### src/rtl/range_session_arbiter_if.sv
// range_session_arbiter_if
// Bundles every non-clock signal of the range session arbiter. The arbiter
// uses the slave modport. The surrounding environment (the sample sources,
// the range finder and the result consumer) uses the master modport.
//
// Signal summary (WIDTH = sample/range width):
//   req_valid[1:0]      per-requester beat valid
//   req_data[2*WIDTH]   requester i drives bits [i*WIDTH +: WIDTH]
//   req_last[1:0]       final beat of a session
//   req_ready[1:0]      beat accepted on valid & ready, at most one bit high
//   rf_data, rf_go, rf_finish   drive the shared range-finder datapath
//   rf_range, rf_error          returned by the datapath
//   res_valid/res_ready         held result handshake
//   res_id, res_range, res_error, res_timeout   result fields
interface range_session_arbiter_if #(
    parameter int WIDTH = 8
);
    logic [1:0]         req_valid;
    logic [2*WIDTH-1:0] req_data;
    logic [1:0]         req_last;
    logic [1:0]         req_ready;

    logic [WIDTH-1:0]   rf_data;
    logic               rf_go;
    logic               rf_finish;
    logic [WIDTH-1:0]   rf_range;
    logic               rf_error;

    logic               res_valid;
    logic               res_ready;
    logic               res_id;
    logic [WIDTH-1:0]   res_range;
    logic               res_error;
    logic               res_timeout;

    modport slave (
        input  req_valid, req_data, req_last, rf_range, rf_error, res_ready,
        output req_ready, rf_data, rf_go, rf_finish,
               res_valid, res_id, res_range, res_error, res_timeout
    );

    modport master (
        output req_valid, req_data, req_last, rf_range, rf_error, res_ready,
        input  req_ready, rf_data, rf_go, rf_finish,
               res_valid, res_id, res_range, res_error, res_timeout
    );
endinterface

### src/rtl/range_session_arbiter.sv
// range_session_arbiter
// Shares one range-finder datapath between two requesters. Each requester
// sends a framed session of samples. Sessions are granted round-robin at
// session boundaries. The block then sequences rf_go, the registered sample
// stream on rf_data, and rf_finish. The captured range is returned on a held
// valid/ready result port.
//
// Ports:
//   clock   clock
//   reset   asynchronous, active-high reset
//   bus     range_session_arbiter_if.slave (requester, datapath and result
//           signals)
//
// Parameters:
//   WIDTH    sample and range width
//   TIMEOUT  stall limit in cycles (1..255). Used only when the watchdog is
//            compiled in.
//
// Optional feature: define RANGE_SEQ_WATCHDOG_EN to add a stall watchdog.
// The watchdog closes a session once TIMEOUT consecutive STREAM cycles pass
// without a beat, and flags res_timeout. Without the macro, STREAM waits
// indefinitely and res_timeout is tied low.
module range_session_arbiter #(
    parameter int WIDTH   = 8,
    parameter int TIMEOUT = 16
) (
    input  logic                    clock,
    input  logic                    reset,
    range_session_arbiter_if.slave  bus
);

    typedef enum logic [2:0] {
        IDLE,
        FIRST,
        GO,
        STREAM,
        FINISH,
        RESULT
    } state_t;

    state_t             state_q, state_d;
    logic               grant_q, grant_d;
    logic               last_grant_q, last_grant_d;
    logic [WIDTH-1:0]   sample_q, sample_d;
    logic               last_q, last_d;
    logic               err_q, err_d;
    logic [WIDTH-1:0]   res_range_q, res_range_d;
    logic               res_id_q, res_id_d;
    logic [1:0]         ready;
    logic               accept;
    logic [WIDTH-1:0]   beat_data;
    logic               beat_last;

    // A TIMEOUT outside 1..255 cannot be represented by the 8-bit stall
    // counter, so such a value is rejected at elaboration.
    if (TIMEOUT < 1 || TIMEOUT > 255) begin : g_timeout_range
        $error("range_session_arbiter: TIMEOUT must be within 1..255");
    end

`ifdef RANGE_SEQ_WATCHDOG_EN
    localparam logic [7:0] STALL_LIMIT = 8'(TIMEOUT - 1);

    logic [7:0]         stall_q, stall_d;
    logic               timeout_q, timeout_d;
`endif

    // Only the granted requester can ever see ready. Its beat is selected
    // here, and data from the other requester is ignored entirely.
    assign beat_data = grant_q ? bus.req_data[WIDTH +: WIDTH] : bus.req_data[0 +: WIDTH];
    assign beat_last = bus.req_last[grant_q];
    assign accept    = |(bus.req_valid & ready);

    // Ready is a pure function of state. In GO it is withheld after a
    // single-beat session, because the last beat has already been taken.
    always_comb begin
        ready = 2'b00;
        case (state_q)
            FIRST, STREAM: ready[grant_q] = 1'b1;
            GO:            ready[grant_q] = ~last_q;
            default:       ready = 2'b00;
        endcase
    end

    // Next-state logic. Arbitration happens only in IDLE, so a grant stays in
    // force until its result has been consumed. The error flag accumulates
    // over the active part of the session and is cleared only when the
    // result is handed over.
    always_comb begin
        state_d      = state_q;
        grant_d      = grant_q;
        last_grant_d = last_grant_q;
        sample_d     = sample_q;
        last_d       = last_q;
        err_d        = err_q;
        res_range_d  = res_range_q;
        res_id_d     = res_id_q;
`ifdef RANGE_SEQ_WATCHDOG_EN
        stall_d      = 8'd0;
        timeout_d    = timeout_q;
`endif
        case (state_q)
            IDLE: begin
                if (|bus.req_valid) begin
                    grant_d = (&bus.req_valid) ? ~last_grant_q : bus.req_valid[1];
                    state_d = FIRST;
                end
            end
            FIRST: begin
                if (accept) begin
                    sample_d = beat_data;
                    last_d   = beat_last;
                    state_d  = GO;
                end
            end
            GO: begin
                if (last_q) begin
                    state_d = FINISH;
                end else if (accept) begin
                    sample_d = beat_data;
                    state_d  = beat_last ? FINISH : STREAM;
                end else begin
                    state_d = STREAM;
                end
            end
            STREAM: begin
                if (accept) begin
                    sample_d = beat_data;
                    if (beat_last) begin
                        state_d = FINISH;
                    end
                end else begin
`ifdef RANGE_SEQ_WATCHDOG_EN
                    if (stall_q == STALL_LIMIT) begin
                        timeout_d = 1'b1;
                        state_d   = FINISH;
                    end else begin
                        stall_d = stall_q + 8'd1;
                    end
`endif
                end
            end
            FINISH: begin
                res_range_d = bus.rf_range;
                res_id_d    = grant_q;
                state_d     = RESULT;
            end
            RESULT: begin
                if (bus.res_ready) begin
                    last_grant_d = grant_q;
                    err_d        = 1'b0;
`ifdef RANGE_SEQ_WATCHDOG_EN
                    timeout_d    = 1'b0;
`endif
                    state_d      = IDLE;
                end
            end
            default: state_d = IDLE;
        endcase

        if (bus.rf_error && (state_q inside {FIRST, GO, STREAM, FINISH})) begin
            err_d = 1'b1;
        end
    end

    // State and datapath registers. last_grant resets to 1 so that
    // requester 0 wins the first contested arbitration.
    always_ff @(posedge clock or posedge reset) begin
        if (reset) begin
            state_q      <= IDLE;
            grant_q      <= 1'b0;
            last_grant_q <= 1'b1;
            sample_q     <= '0;
            last_q       <= 1'b0;
            err_q        <= 1'b0;
            res_range_q  <= '0;
            res_id_q     <= 1'b0;
        end else begin
            state_q      <= state_d;
            grant_q      <= grant_d;
            last_grant_q <= last_grant_d;
            sample_q     <= sample_d;
            last_q       <= last_d;
            err_q        <= err_d;
            res_range_q  <= res_range_d;
            res_id_q     <= res_id_d;
        end
    end

`ifdef RANGE_SEQ_WATCHDOG_EN
    // The stall counter restarts on every accepted beat and whenever STREAM
    // is left. The timeout flag lives until the result is consumed.
    always_ff @(posedge clock or posedge reset) begin
        if (reset) begin
            stall_q   <= 8'd0;
            timeout_q <= 1'b0;
        end else begin
            stall_q   <= stall_d;
            timeout_q <= timeout_d;
        end
    end

    assign bus.res_timeout = timeout_q;
`else
    assign bus.res_timeout = 1'b0;
`endif

    assign bus.req_ready = ready;
    assign bus.rf_data   = sample_q;
    assign bus.rf_go     = (state_q == GO);
    assign bus.rf_finish = (state_q == FINISH);
    assign bus.res_valid = (state_q == RESULT);
    assign bus.res_id    = res_id_q;
    assign bus.res_range = res_range_q;
    assign bus.res_error = err_q;

endmodule

### src/flat_wrapper.sv
// flat-port wrapper written by rule: the top's interface ports become plain ports
module range_session_arbiter_flat 
#(
    parameter int WIDTH   = 8,
    parameter int TIMEOUT = 16
)
  (clock, reset, bus_req_valid, bus_req_data, bus_req_last, bus_rf_range, bus_rf_error, bus_res_ready, bus_req_ready, bus_rf_data, bus_rf_go, bus_rf_finish, bus_res_valid, bus_res_id, bus_res_range, bus_res_error, bus_res_timeout);
  range_session_arbiter_if #(.WIDTH(WIDTH)) bus_i ();
  input  logic clock;
  input  logic reset;
  input wire logic [$bits(bus_i.req_valid)-1:0] bus_req_valid;
  input wire logic [$bits(bus_i.req_data)-1:0] bus_req_data;
  input wire logic [$bits(bus_i.req_last)-1:0] bus_req_last;
  input wire logic [$bits(bus_i.rf_range)-1:0] bus_rf_range;
  input wire logic [$bits(bus_i.rf_error)-1:0] bus_rf_error;
  input wire logic [$bits(bus_i.res_ready)-1:0] bus_res_ready;
  output wire logic [$bits(bus_i.req_ready)-1:0] bus_req_ready;
  output wire logic [$bits(bus_i.rf_data)-1:0] bus_rf_data;
  output wire logic [$bits(bus_i.rf_go)-1:0] bus_rf_go;
  output wire logic [$bits(bus_i.rf_finish)-1:0] bus_rf_finish;
  output wire logic [$bits(bus_i.res_valid)-1:0] bus_res_valid;
  output wire logic [$bits(bus_i.res_id)-1:0] bus_res_id;
  output wire logic [$bits(bus_i.res_range)-1:0] bus_res_range;
  output wire logic [$bits(bus_i.res_error)-1:0] bus_res_error;
  output wire logic [$bits(bus_i.res_timeout)-1:0] bus_res_timeout;
  assign bus_i.req_valid = bus_req_valid;
  assign bus_i.req_data = bus_req_data;
  assign bus_i.req_last = bus_req_last;
  assign bus_i.rf_range = bus_rf_range;
  assign bus_i.rf_error = bus_rf_error;
  assign bus_i.res_ready = bus_res_ready;
  assign bus_req_ready = bus_i.req_ready;
  assign bus_rf_data = bus_i.rf_data;
  assign bus_rf_go = bus_i.rf_go;
  assign bus_rf_finish = bus_i.rf_finish;
  assign bus_res_valid = bus_i.res_valid;
  assign bus_res_id = bus_i.res_id;
  assign bus_res_range = bus_i.res_range;
  assign bus_res_error = bus_i.res_error;
  assign bus_res_timeout = bus_i.res_timeout;
  range_session_arbiter #(.WIDTH(WIDTH), .TIMEOUT(TIMEOUT)) u_core (.clock(clock), .reset(reset), .bus(bus_i));
endmodule
### config.mk
export PLATFORM = sky130hd
export DESIGN_NAME = range_session_arbiter_flat
export DESIGN_NICKNAME = d
export VERILOG_FILES = /design/src/rtl/range_session_arbiter_if.sv /design/src/rtl/range_session_arbiter.sv /design/src/flat_wrapper.sv
export SDC_FILE = /design/constraint.sdc
export NUM_CORES = 1
export LEC_CHECK = 0
export ABC_AREA = 1
export BUFFER_PORTS_ARGS = -buffer_cell sky130_fd_sc_hd__buf_2
export CORE_MARGIN = 2
export CORE_UTILIZATION = 46
export CTS_CLUSTER_SIZE = 12
export DETAILED_ROUTE_END_ITERATION = 8
export GPL_ROUTABILITY_DRIVEN = 0
export PLACE_DENSITY = 0.87
export SETUP_SLACK_MARGIN = 0.1
export SYNTH_ARGS = -nofsm -noshare
export SYNTH_HDL_FRONTEND = slang
export SYNTH_SLANG_ARGS = --single-unit
### constraint.sdc
create_clock -name clock -period 1.5 [get_ports clock]
set_input_delay 0.3 -clock clock [delete_from_list [all_inputs] [get_ports clock]]
set_output_delay 0.3 -clock clock [all_outputs]
set_load 0.02 [all_outputs]
======== Word-level counts from Yosys, hierarchy flattened ========
Index checks and enable logic that the tools add are counted.
storage, ports and cells
  register bits after elaboration ......... 24
  logic and storage cells ................. 64
operators by class
  $lt $le $gt $ge ......................... 2
  eq/ne operators ......................... 11
  mux-type cells .......................... 22
  bitwise logic cells ..................... 4
  reduce and logical (&&, ||, !) cells .... 17
operators with widths
  kind                  count
  $mux W3               8
  $mux W8               3
  $pmux W3 S6           1
  $pmux W8 S2           1
  $reduce_and A2 Y1     6
  $ne A2 B1 Y1 const B  4
  $mux W1               7
  $eq A3 B2 Y1 const B  2
  $eq A3 B3 Y1 const B  2
  $reduce_bool A2 Y1    3
  $reduce_or A2 Y1      3
  $reduce_and A5 Y1     1
  $and A2 B2 Y2         2
  $ne A2 B2 Y1 const B  2
  $pmux W2 S2           1
  $reduce_bool A4 Y1    1
  $eq A3 B1 Y1 const B  1
  $logic_not A3 Y1      1
  $logic_and A1 B1 Y1   2
  $lt A1 B2 Y1 const B  1
  $not A1 Y1            2
  $demux W1 S1          1
  $ge A1 B1 Y1 const B  1

======== Depth between registers and ports, before layout ========
  depth in word-level cells ............... 11
  gate-level depth with buffers ........... 10
  depth with buffers taken out ............ 10

======== Worst setup path after synthesis ========
Ideal clock, no wire load.
  kind .................................... register to output
  start ................................... register u_core.state_q[2]
  end ..................................... output port bus_req_ready[0]
  data arrival time ....................... 1.013 ns
  data required time ...................... 1.200 ns
  setup slack ............................. 0.187 ns
  stages on the path, launching flop included .. 6
  buffers on the path ..................... 0
  cell sequence ........................... dfrtp_1 -> inv_2 -> nand3_2 -> nand2_4 -> inv_1 -> nor2_1
on the way
  word-level cells in the longest chain between the ends .. 3
  elaborated cells between the ends (all ways) .. 5
  classes of those cells .................. 3 x eq/ne; 1 x mux; 1 x reduce/logical
RTL lines
  element                                              RTL line                      RTL
  start: declaration                                   range_session_arbiter.sv:41   state_t state_q, state_d;
  start signal: assignment                             range_session_arbiter.sv:178  state_q <= state_d;
  $eq A3 B2 Y1 / $eq A3 B1 Y1 (equally long branches)  range_session_arbiter.sv:77   case (state_q)
  $reduce_or A2 Y1 (no source line)                    -
  $pmux W2 S2 (*)                                      range_session_arbiter.sv:77
  end: declaration                                     flat_wrapper.sv:17            output wire logic [$bits(bus_i.req_ready)-1:0] bus_req_ready;
Mark *: on every way between the ends. The rest lies on a longest branch, timed or not.

======== Worst setup path after layout ========
  start ................................... register u_core.last_q
  end ..................................... output port bus_req_ready[1]
on the way
  word-level cells in the longest chain between the ends .. 3
RTL lines
  element                         RTL line                      RTL
  start: declaration              range_session_arbiter.sv:45   logic last_q, last_d;
  start signal: assignment        range_session_arbiter.sv:182  last_q <= last_d;
  $not A1 Y1                      range_session_arbiter.sv:79   GO: ready[grant_q] = ~last_q;
  $and A2 B2 Y2 (no source line)  -
  $pmux W2 S2                     range_session_arbiter.sv:77
No other way between the ends.

==> summary.txt <==
Status
  – Status: finished, violations left
  – Failing checks: setup timing

Clock tree
  – Worst-Skew Late Latency: 0.32 ns
  – CTS tree: yes
  – Worst-path clk slew: 0.14 ns
  – H-tree Lvls: 1
  – Number of buffers created by CTS: 3
  – Root Driver: clkbuf_4
  – CTS sink count: 24
  – CTS Buffer Depth: 2

Placed design
  – Placed Instance Area: 0.00155 mm^2
  – DP Cell Count: 244
  – Detailed Place HPWL: 2.16 mm
  – I/O Buffers: 54

Worst setup path
  – Worst R2R End: u_core.state_q[0]
  – Crit path launch type: flop
  – Crit path max fanout: 2
  – R2r worst-path depth: 11
  – Critical Path AT: 1.30 ns
  – CP endpoint kind: output port
  – Worst Path Required: 1.20 ns
  – Flop-to-flop setup slack: 0.02 ns
  – Reg2reg start: u_core.last_q
  – Setup Crit Path Kind: flop to output port

Yosys
  – Post-synth net total: 190
  – Number of synthesized register bits: 24
  – Synthesized area per cell: 7.77 um^2
  – Unique masters post-synth: 24
  – Synth warn: 0
  – Synthesized cell area: 0.00123 mm^2
  – Seq/Total Area, Yosys: 0.490
  – Cells after synthesis: 158

GRT
  – Initial antenna violation count: 0
  – Global-route wire length before repair: 4.95 mm
  – Vias in the first global route: 1174
  – Largest net degree at the start of global routing: 19
  – Grt ovf: 0
  – Tot GR Track Use: 0.198

Timing
  – RSZ-0062 raised after global routing: yes
  – Final setup vio count: 4
  – Final hold slack: 0.167 ns
  – Final hold violation count: 0
  – Final TNS setup: -0.282 ns
  – Period utilization: 1.07
  – Clk_skew: 0.00959 ns
  – Crit path time final: 1.60 ns
  – Final Max Slew Viols: 0
  – Post-route setup slack: -0.102 ns
  – Fmax: 0.624 GHz

Floorplan
  – Die Wd: 55.7 um
  – Std cell rows: 18
  – Ports: 56
  – Die ar.: 0.00310 mm^2
  – Core area: 0.00250 mm^2
  – Starting Density: 0.491
  – Die Height: 55.7 um

Routing
  – Top sig layer: met4
  – DR WL met3: 190 um
  – DRC: 0
  – Initial drt markers: 53
  – Post-DR vias/cell: 4.89
  – Met1 wire length: 1.35 mm
  – DR pass1 iterations: 4
  – Avg WL per Cell: 12.8 um
  – DRT Wirelength: 3.35 mm
  – DRT antenna net count: 0
  – Vias: 1282
  – Met2 wire len: 1.75 mm

Final layout
  – Layout cells sized above 1: 0.431
  – N_diodes: 0
  – Fill count: 197
  – Layout overhead on the synthesized area: 49.2%
  – Layout Cells excl Fill: 262
  – FF+latch area: 602 um^2
  – Final #Nets: 265
  – Finished Cell Area: 0.00183 mm^2
  – Multi-input logic area: 601 um^2

Pwr
  – Overall power: 4.07 mW
  – Pwr per Cell Area: 2220 mW/mm^2
  – Leakage power: 0.975 nW
  – Worst vdd ir: 0.00138 V

Run
  – Maxcap violations: 0

Worst hold path
  – Type of the tightest min-delay check: input pin to flop
  – Hold endpoint: u_core.bus.res_range[7]
  – WHS Path Cells: 3
  – HP Start: bus_rf_range[7]
sequential cells by signal, indices dropped and copies added, names as in the netlist:
name,flops
u_core.bus.rf_data,8
u_core.last_q,1
u_core.grant_q,1
u_core.bus.res_id,1
u_core.last_grant_q,1
u_core.bus.res_range,8
u_core.bus.res_error,1
u_core.state_q,3
where the power goes:
group | leakage [nW] | internal, mW | total, mW | switching [mW]
registers | 0.281 | 0.969 | 1.14 | 0.171
logic | 0.666 | 0.970 | 2.46 | 1.49
clock network | 0.0279 | 0.271 | 0.470 | 0.200
total | 0.975 | 2.21 | 4.07 | 1.86
how the worst max path moves through the flow:
stage,to,start,slack [ns]
after floorplan,bus_req_ready[0],u_core.state_q[2],0.19
after global placement,u_core.state_q[1],u_core.state_q[2],0.15
after detailed placement,u_core.bus.res_range[2],u_core.state_q[0],0.08
after CTS,bus_req_ready[0],u_core.state_q[2],-0.09
after global routing,bus_req_ready[1],u_core.state_q[2],-0.16
final,bus_req_ready[1],u_core.last_q,-0.10
synth_stat cells (all sizes together):
cell type / instances / share of area
dfrtp: 23 / 0.47
dfstp: 1 / 0.021
nor2: 17 / 0.052
nand2: 68 / 0.22
conb: 1 / 0.0031
nand3b: 1 / 0.0061
buf: 3 / 0.024
nor3: 1 / 0.0041
a31oi: 8 / 0.041
a21oi: 3 / 0.012
nand3: 6 / 0.049
clkbuf: 2 / 0.0092
a211oi: 1 / 0.0061
inv: 16 / 0.049
clkinv: 1 / 0.0031
o21ai: 5 / 0.020
a32o: 1 / 0.0082
metal layers:
| metal | vias up | track usage |
|---|---|---|
| met5 | - | 0 |
| met1 | 590 | 0.260 |
| met4 | 0 | 0.0767 |
| met3 | 6 | 0.0326 |
| met2 | 47 | 0.328 |
| li1 | 639 | - |
repair_timing:
| action | CTS | global route |
|---|---|---|
| pin swaps | 4 | 6 |
| gates resized for setup | 18 | 18 |
| setup endpoints to repair | 9 | 17 |
| gates cloned | 0 | 0 |
| endpoints found under the hold margin | 8 | 0 |
| buffers inserted | 5 | 9 |
| hold buffers | 1 | 0 |
metrics by stage:
step	worst slack, ns	utilization
3_3_place_gp	0.149	0.619
3_5_place_dp	0.0833	0.619
2_1_floorplan	0.187	-
4_1_cts	-0.0855	0.683
6_report	-0.102	0.733
5_1_grt	-0.160	0.733
cells in the final DEF (no fill, tap or decap):
| cell | count |
|---|---|
| nor2_4 | 4 |
| inv_2 | 4 |
| nand2_1 | 63 |
| dlygate4sd3_1 | 1 |
| a21oi_1 | 2 |
| nand3_1 | 2 |
| dfrtp_1 | 23 |
| o21ai_0 | 5 |
| inv_4 | 1 |
| a32o_1 | 1 |
| nor2_1 | 12 |
| nand3b_1 | 1 |
| clkbuf_4 | 3 |
| buf_6 | 7 |
| nand2_8 | 1 |
| nand2_2 | 1 |
| bufinv_16 | 1 |
| inv_1 | 11 |
| nor3_1 | 1 |
| conb_1 | 1 |
| clkinvlp_4 | 1 |
| a31oi_1 | 8 |
| buf_4 | 18 |
| nand3_4 | 4 |
| a21oi_2 | 1 |
| nor2_2 | 1 |
| buf_2 | 49 |
| nand2_4 | 3 |
| a211oi_1 | 1 |
| dfstp_2 | 1 |
critical path: stages (launching register included):
cell and delay [ns]:
dfrtp_1 0.41, inv_1 0.12, nand3_4 0.09, nand2_4 0.08, inv_4 0.05, nor2_4 0.11
buf_6 0.12
final cells by class:
cell class | count | share of cell area
clock buffers | 3 | 0.0123
clock inverters | 1 | 0.0164
repair buffers | 75 | 0.256
well taps | 30 | 0.0205
multi-input cells | 112 | 0.328
flip-flops and latches | 24 | 0.329
inverters | 17 | 0.0383
cells by family (layout without fill, tap and decap cells):
logic type / Yosys count / count (layout) / synth area share
AO/OA/AOI/OAI: 18 / 18 / 0.0877
flip-flops: 24 / 24 / 0.490
other: 1 / 1 / 0.00306
buffers and inverters: 22 / 96 / 0.0856
AND/OR/NAND/NOR: 93 / 93 / 0.333
Note: power is estimated with default switching activity, not from simulation.
